### src/rtl/line_sched_pkg.sv
`default_nettype none
// ============================================================================
// Module  : line_sched_pkg
// Purpose : Shared types and default sizing for the line-buffer scheduler.
//           Holds the scheduler state encoding, default parameter values
//           and the buffer-pointer width derived from the buffer count.
// Rev     : 1.0  initial release
// ============================================================================
package line_sched_pkg;

  localparam int DEF_NUM_BUFS = 4;
  localparam int DEF_DATA_W   = 8;
  localparam int DEF_DIM_W    = 16;
  localparam int DEF_ADDR_W   = 17;

  localparam int PTR_W = $clog2(DEF_NUM_BUFS);

  typedef enum logic [1:0] {
    ST_IDLE  = 2'd0,
    ST_RUN   = 2'd1,
    ST_FLUSH = 2'd2,
    ST_DONE  = 2'd3
  } sched_state_t;

endpackage
`default_nettype wire

### src/rtl/row_ring_tracker.sv
`default_nettype none
// ============================================================================
// Module  : row_ring_tracker
// Purpose : Ring bookkeeping for the line buffers: write pointer (buffer
//           receiving the next row), read pointer (buffer holding the
//           oldest resident row) and the count of resident complete rows.
// Ports   : clock, reset      - clock, synchronous active-high reset
//           clear             - synchronous restart at frame start
//           push              - a row was completed this cycle
//           pop               - filter asks to release the oldest row
//           pop_accepted      - pop honoured (ring was not empty)
//           wr_ptr, rd_ptr    - physical buffer indices
//           occupancy         - resident complete rows (0..NUM_BUFS)
// Rev     : 1.0  initial release
// ============================================================================
module row_ring_tracker
  import line_sched_pkg::*;
#(
  parameter int NUM_BUFS = DEF_NUM_BUFS,
  localparam int BUF_PTR_W = $clog2(NUM_BUFS)
) (
  input  logic                 clock,
  input  logic                 reset,
  input  logic                 clear,
  input  logic                 push,
  input  logic                 pop,
  output logic                 pop_accepted,
  output logic [BUF_PTR_W-1:0] wr_ptr,
  output logic [BUF_PTR_W-1:0] rd_ptr,
  output logic [BUF_PTR_W:0]   occupancy
);

  // A release against an empty ring is dropped silently.
  assign pop_accepted = pop && (occupancy != '0);

  always_ff @(posedge clock) begin
    if (reset || clear) begin
      wr_ptr    <= '0;
      rd_ptr    <= '0;
      occupancy <= '0;
    end else begin
      // NUM_BUFS is a power of two, so natural overflow gives the wrap.
      if (push) begin
        wr_ptr <= wr_ptr + BUF_PTR_W'(1);
      end
      if (pop_accepted) begin
        rd_ptr <= rd_ptr + BUF_PTR_W'(1);
      end
      // Simultaneous push and pop leave the count unchanged.
      case ({push, pop_accepted})
        2'b10:   occupancy <= occupancy + (BUF_PTR_W+1)'(1);
        2'b01:   occupancy <= occupancy - (BUF_PTR_W+1)'(1);
        default: occupancy <= occupancy;
      endcase
    end
  end

endmodule
`default_nettype wire

### src/rtl/line_buffer_scheduler.sv
`default_nettype none
// ============================================================================
// Module  : line_buffer_scheduler
// Purpose : Steers the incoming pixel stream row by row into a ring of
//           line-buffer BRAMs, reports to the filter when a window of rows
//           is resident, recycles buffers as rows are released and stalls
//           the writer while every buffer holds an unconsumed row.
// Ports   : clock, reset                - clock, sync active-high reset
//           cfg_valid/cfg_rows/cfg_cols - frame configuration strobe
//           wr_valid/wr_pixel/wr_ready  - pixel stream handshake
//           bram_wren/wraddr/wrdata     - registered BRAM write port
//           rd_window_valid/rd_base_buf/rd_base_row/rd_rows_avail
//                                       - window status to the filter
//           rd_release                  - filter done with the oldest row
//           busy, frame_done            - frame status
// Rev     : 1.0  initial release
// ============================================================================
module line_buffer_scheduler
  import line_sched_pkg::*;
#(
  parameter int NUM_BUFS = DEF_NUM_BUFS,
  parameter int DATA_W   = DEF_DATA_W,
  parameter int DIM_W    = DEF_DIM_W,
  parameter int ADDR_W   = DEF_ADDR_W,
  localparam int BUF_PTR_W = $clog2(NUM_BUFS)
) (
  input  logic                 clock,
  input  logic                 reset,
  input  logic                 cfg_valid,
  input  logic [DIM_W-1:0]     cfg_rows,
  input  logic [DIM_W-1:0]     cfg_cols,
  input  logic                 wr_valid,
  input  logic [DATA_W-1:0]    wr_pixel,
  output logic                 wr_ready,
  output logic [NUM_BUFS-1:0]  bram_wren,
  output logic [ADDR_W-1:0]    bram_wraddr,
  output logic [DATA_W-1:0]    bram_wrdata,
  output logic                 rd_window_valid,
  output logic [BUF_PTR_W-1:0] rd_base_buf,
  output logic [DIM_W-1:0]     rd_base_row,
  output logic [2:0]           rd_rows_avail,
  input  logic                 rd_release,
  output logic                 busy,
  output logic                 frame_done
);

  localparam logic [BUF_PTR_W:0] FULL_COUNT = NUM_BUFS[BUF_PTR_W:0];

  sched_state_t          r_state;
  logic [DIM_W-1:0]      r_rows;
  logic [DIM_W-1:0]      r_cols;
  logic [DIM_W-1:0]      r_col_cnt;
  logic [DIM_W-1:0]      r_rows_written;
  logic [DIM_W-1:0]      r_rows_released;
  logic [DIM_W-1:0]      r_base_row;
  logic [NUM_BUFS-1:0]   r_wren;
  logic [ADDR_W-1:0]     r_wraddr;
  logic [DATA_W-1:0]     r_wrdata;

  logic [BUF_PTR_W-1:0]  w_wr_ptr;
  logic [BUF_PTR_W-1:0]  w_rd_ptr;
  logic [BUF_PTR_W:0]    w_occupancy;
  logic                  w_start;
  logic                  w_accept;
  logic                  w_row_end;
  logic                  w_row_done;
  logic                  w_last_row;
  logic                  w_release_req;
  logic                  w_pop_ok;
  logic                  w_last_release;

  assign w_start = (r_state == ST_IDLE) && cfg_valid &&
                   (cfg_rows != '0) && (cfg_cols != '0);

  // Stall decision uses registered occupancy, so a release frees a slot
  // for the following cycle only.
  assign wr_ready   = (r_state == ST_RUN) && (w_occupancy < FULL_COUNT);
  assign w_accept   = wr_valid && wr_ready;
  assign w_row_end  = (r_col_cnt == (r_cols - DIM_W'(1)));
  assign w_row_done = w_accept && w_row_end;
  assign w_last_row = ((r_rows_written + DIM_W'(1)) == r_rows);

  assign w_release_req  = rd_release &&
                          ((r_state == ST_RUN) || (r_state == ST_FLUSH));
  assign w_last_release = ((r_rows_released + DIM_W'(1)) == r_rows);

  row_ring_tracker #(
    .NUM_BUFS (NUM_BUFS)
  ) u_ring (
    .clock        (clock),
    .reset        (reset),
    .clear        (w_start),
    .push         (w_row_done),
    .pop          (w_release_req),
    .pop_accepted (w_pop_ok),
    .wr_ptr       (w_wr_ptr),
    .rd_ptr       (w_rd_ptr),
    .occupancy    (w_occupancy)
  );

  always_ff @(posedge clock) begin
    if (reset) begin
      r_state         <= ST_IDLE;
      r_rows          <= '0;
      r_cols          <= '0;
      r_col_cnt       <= '0;
      r_rows_written  <= '0;
      r_rows_released <= '0;
      r_base_row      <= '0;
      r_wren          <= '0;
      r_wraddr        <= '0;
      r_wrdata        <= '0;
    end else begin
      r_wren <= '0;

      if (w_accept) begin
        r_wren   <= NUM_BUFS'(1) << w_wr_ptr;
        r_wraddr <= ADDR_W'(r_col_cnt);
        r_wrdata <= wr_pixel;
        if (w_row_end) begin
          r_col_cnt      <= '0;
          r_rows_written <= r_rows_written + DIM_W'(1);
        end else begin
          r_col_cnt <= r_col_cnt + DIM_W'(1);
        end
      end

      if (w_pop_ok) begin
        r_base_row      <= r_base_row + DIM_W'(1);
        r_rows_released <= r_rows_released + DIM_W'(1);
      end

      case (r_state)
        ST_IDLE: begin
          if (w_start) begin
            r_rows          <= cfg_rows;
            r_cols          <= cfg_cols;
            r_col_cnt       <= '0;
            r_rows_written  <= '0;
            r_rows_released <= '0;
            r_base_row      <= '0;
            r_state         <= ST_RUN;
          end
        end
        ST_RUN: begin
          // Move on in the same cycle the last row completes so no pixel
          // beyond the frame is accepted.
          if (w_row_done && w_last_row) begin
            r_state <= ST_FLUSH;
          end
        end
        ST_FLUSH: begin
          if ((w_pop_ok && w_last_release) || (r_rows_released == r_rows)) begin
            r_state <= ST_DONE;
          end
        end
        ST_DONE: begin
          r_state <= ST_IDLE;
        end
        default: r_state <= ST_IDLE;
      endcase
    end
  end

  assign bram_wren       = r_wren;
  assign bram_wraddr     = r_wraddr;
  assign bram_wrdata     = r_wrdata;
  assign rd_window_valid = (w_occupancy == FULL_COUNT) ||
                           ((r_state == ST_FLUSH) && (w_occupancy != '0));
  assign rd_base_buf     = w_rd_ptr;
  assign rd_base_row     = r_base_row;
  assign rd_rows_avail   = 3'(w_occupancy);
  assign busy            = (r_state != ST_IDLE);
  assign frame_done      = (r_state == ST_DONE);

endmodule
`default_nettype wire
### config.mk
export PLATFORM = sky130hd
export DESIGN_NAME = line_buffer_scheduler
export DESIGN_NICKNAME = d
export VERILOG_FILES = /design/src/rtl/line_sched_pkg.sv /design/src/rtl/row_ring_tracker.sv /design/src/rtl/line_buffer_scheduler.sv
export SDC_FILE = /design/constraint.sdc
export NUM_CORES = 1
export LEC_CHECK = 0
export BUFFER_PORTS_ARGS = -buffer_cell sky130_fd_sc_hd__clkbuf_2
export CAP_MARGIN = 30
export CORE_AREA = 2 2 130 132
export CTS_BUF_LIST = sky130_fd_sc_hd__clkbuf_8
export CTS_CLUSTER_DIAMETER = 80
export CTS_CLUSTER_SIZE = 20
export DETAILED_ROUTE_END_ITERATION = 8
export DIE_AREA = 0 0 132 134
export PLACE_DENSITY_LB_ADDON = 0.2
export SYNTH_ARGS = -nofsm -noshare
export SYNTH_HDL_FRONTEND = slang
export SYNTH_HIERARCHICAL = 1
export SYNTH_SLANG_ARGS = --single-unit
### constraint.sdc
create_clock -name clock -period 4.4 [get_ports clock]
set_clock_uncertainty 0.15 [all_clocks]
set_input_delay 0.44 -clock clock [delete_from_list [all_inputs] [get_ports clock]]
set_output_delay 0.44 -clock clock [all_outputs]
set_load 0.005 [all_outputs]
==> impl_results.md <==
* Status: complete, no violations
* Most frequent cell after synthesis: nand2_1
* DRT iter0 DRCs at 312
* Final worst path period share at 0.826
* Net Count, Synth at 921
* Synthesized cell area at 0.00690 mm2
* Peak supply drop at 0.199 mV
* Placed Cells at 1,138
* Asr flop ratio synth at 0
* Total net switching power at 1080 uW
* Final HPWL DP at 12,200 um
* CP Class: reg -> reg
* Mapped Avg Cell Area at 7.98 um2
* CP required at 4.63 ns
* Starting Density at 0.423
* Nature of the critical path endpoint: flip-flop
* Register bit total from synthesis at 133
* TritonCTS clock tree: built
* Leak pwr at 0.00293 uW
* Setup TNS at 0 ns
* CTS Root Cell: clkbuf_8
* Worst slack at placement at 0.743 ns
* Worst hold path type: in -> reg
* Layout Cells excl Fill at 1,170
* Largest family of logic cells by synthesized area: simple AND/OR/NAND/NOR gates
* IO buf count at 97
* All-Layer GR Usage at 0.191
* Logic pwr share at 0.249
* Fin nets at 994
* Top cell type's share of synthesized area at 0.386
* Max Cap Violations at 0
* Rows at 47
* Multi-input gate area at 0.00398 mm2
* Fillers at 1,675
* Power Density at 408 mW/mm2
* Int Power at 2160 uW
* Post-synth EDFFs at 0
* Fin worst setup slack at 0.767 ns
* Clk_lat worst skew at 0.44 ns
* Clock transition at path regs at 0.08 ns
* Post-route DRC at 0
* Synth-to-Final Area Change at 14.9%
* Post-Synth Simple-Gate Area at 0.274
* Mux cell area share after synthesis at 0.0149
* RSZ-0062 raised after global routing: false
* Final Hold Vio Count at 0
* DRT Pass-1 Iters at 5
* Number of antenna violations at the first check in global routing at 0
* Achievable Freq at 275 MHz
* Post-synthesis xor/xnor area fraction at 0.150
* Synth Area in Compound Gates at 0.115
* Cell variety after synth at 65
* Mapped Cells at 864
* Top post-synthesis cells by area: dfxtp_1 39%, nand2_1 8.5%, xor2_1 7.7%, xnor2_1 7.2%, nor2_1 5.2%
* Clk buf depth at 2
* Worst slew pin tran at 0.918 ns
* H-tree depth at 4
* Slew margin rel. at 0.387
* Sequential share of power at 0.431
* Routability cong. at 0.877
* Minimum clock period at 3.63 ns
* GRT overflow at 0
* Yosys warns at 6
* Vias in the first global route at 5,544
* CTS resizes at 0
* # hold bufs at CTS at 0
* Count of final max-slew check failures at 0
* Crit path DAT at 3.86 ns
* Clock sinks at 133
* Setup violations, final at 0
* Hold Slack at 0.0623 ns
* Sequential cell area at 0.00266 mm2
* Via count at 5,985
* Sw Share at 0.333
* Largest net degree at the start of global routing at 65
* Clock power frac at 0.321
* Inserted Diodes at 0
* IO Pins at 99
* Seq/Total Area, Yosys at 0.386
* TritonCTS Buffers at 17
* Final Util at 0.487
* Via/cell ratio at 5.12
* Die height at 134 um
* Die Width at 132 um
* Post-CTS setup buffers at 0
* CP Max Fanout at 8
* Routed len/inst at 14.3 um
* Die area at 0.0177 mm2
* Synth Area in Adders at 0.0229
* CP startpoint kind: flip-flop
* Dominant cell type by area after synthesis: dfxtp_1
* Layout cell share with drive strength beyond 1 at 0.160
* First-pass GRT wire length at 27,300 um
* Final WL at 16,700 um
* Ys flop type: dfxtp_1
* Commonest cells in the netlist: 156 x nand2_1, 133 x dfxtp_1, 96 x nor2_1
* Post-DRT Antenna Nets at 0
* Core ar. at 0.0163 mm2
-- cells in the final DEF, fill, tap and decap left out, drive strengths merged, types with 4 or more instances in the layout --
cell / Yosys / layout
nor3: 10 / 10
xor2: 61 / 61
o211ai: 4 / 4
ha: 11 / 11
mux2i: 8 / 8
or3: 6 / 6
xnor2: 57 / 57
a21oi: 68 / 68
nand2b: 10 / 10
buf: 6 / 8
dfxtp: 133 / 133
o21ai: 14 / 14
nand3: 30 / 30
and3: 11 / 11
and2: 5 / 5
inv: 16 / 19
nand4b: 4 / 4
clkbuf: 45 / 117
nor4: 19 / 19
nor3b: 5 / 5
nand2: 156 / 156
nand4: 26 / 26
and4: 6 / 6
clkinv: 0 / 4
nor2: 96 / 96
-- through the flow --
step	power [uW]	instance area, um2
CTS	3270	7930
finish	3230	7930
global placement	2230	7520
floorplan	2000	6900
global route	3430	7930
detailed placement	2230	7520
-- routing by layer --
metal | up-vias | share of wire | track usage
li1 | 3081 | - | -
met1 | 2792 | 0.45 | 0.230
met2 | 101 | 0.50 | 0.347
met3 | 11 | 0.034 | 0.0401
met4 | 0 | 0.0088 | 0.0495
met5 | - | 0 | 0
-- worst paths after layout --
path	cells after the start	start	endpoint	slack, ns
hold / removal	3	wr_pixel[5]	bram_wrdata[5]	0.06
hold reg to reg	2	bram_wraddr[12]	bram_wraddr[12]	0.30
setup reg to reg	14	r_cols[0]	u_ring/occupancy[2]	0.77
setup / recovery	14	r_cols[0]	u_ring/occupancy[2]	0.77
-- worst max-delay path: stages, from the launching register on --
cell and delay (ns):
dfxtp_1 0.44, inv_1 0.07, ha_1 0.22, nor3b_4 0.18, o21ba_2 0.21, a221o_1 0.33, a211o_1 0.30, nor4_1 0.55
inv_1 0.10, ha_1 0.24, inv_1 0.08, fa_1 0.18, xor2_1 0.08, or3_1 0.30, a21oi_1 0.14
-- cell families (layout without fill, tap and decap cells) --
family | count (synthesis) | count (layout)
adders and majority gates | 12 | 12
buffers and inverters | 67 | 153
and+or+nand+nor | 399 | 399
other | 1 | 1
muxes | 10 | 10
xor gates and xnor gates | 118 | 118
DFF | 133 | 133
AOI/OAI and AO/OA | 124 | 124
-- registers in the layout (all words and copies together), names as in the netlist --
signal,cells
bram_wraddr,16
r_col_cnt,16
r_cols,16
r_rows,16
r_rows_released,16
r_rows_written,16
rd_base_row,16
bram_wrdata,8
bram_wren,4
u_ring/occupancy,3
r_state,2
u_ring/rd_ptr,2
u_ring/wr_ptr,2
-- final cells by class --
| cell class | count | area share |
|---|---|---|
| clock buffer | 20 | 0.0347 |
| clock inverter | 12 | 0.0161 |
| inverter | 16 | 0.00758 |
| multi-input combinational | 664 | 0.502 |
| sequential | 133 | 0.336 |
| tap | 220 | 0.0347 |
| timing repair buffer | 105 | 0.0688 |
-- power by group through the flow --
stage | Clock [uW] | Sequential, uW | Combinational [uW]
3_3_place_gp | 0 | 1420 | 812
5_1_grt | 1120 | 1400 | 906
2_1_floorplan | 0 | 1370 | 634
3_5_place_dp | 0 | 1420 | 810
4_1_cts | 1070 | 1390 | 812
6_report | 1040 | 1390 | 804
(Power assumes the default switching activity.)
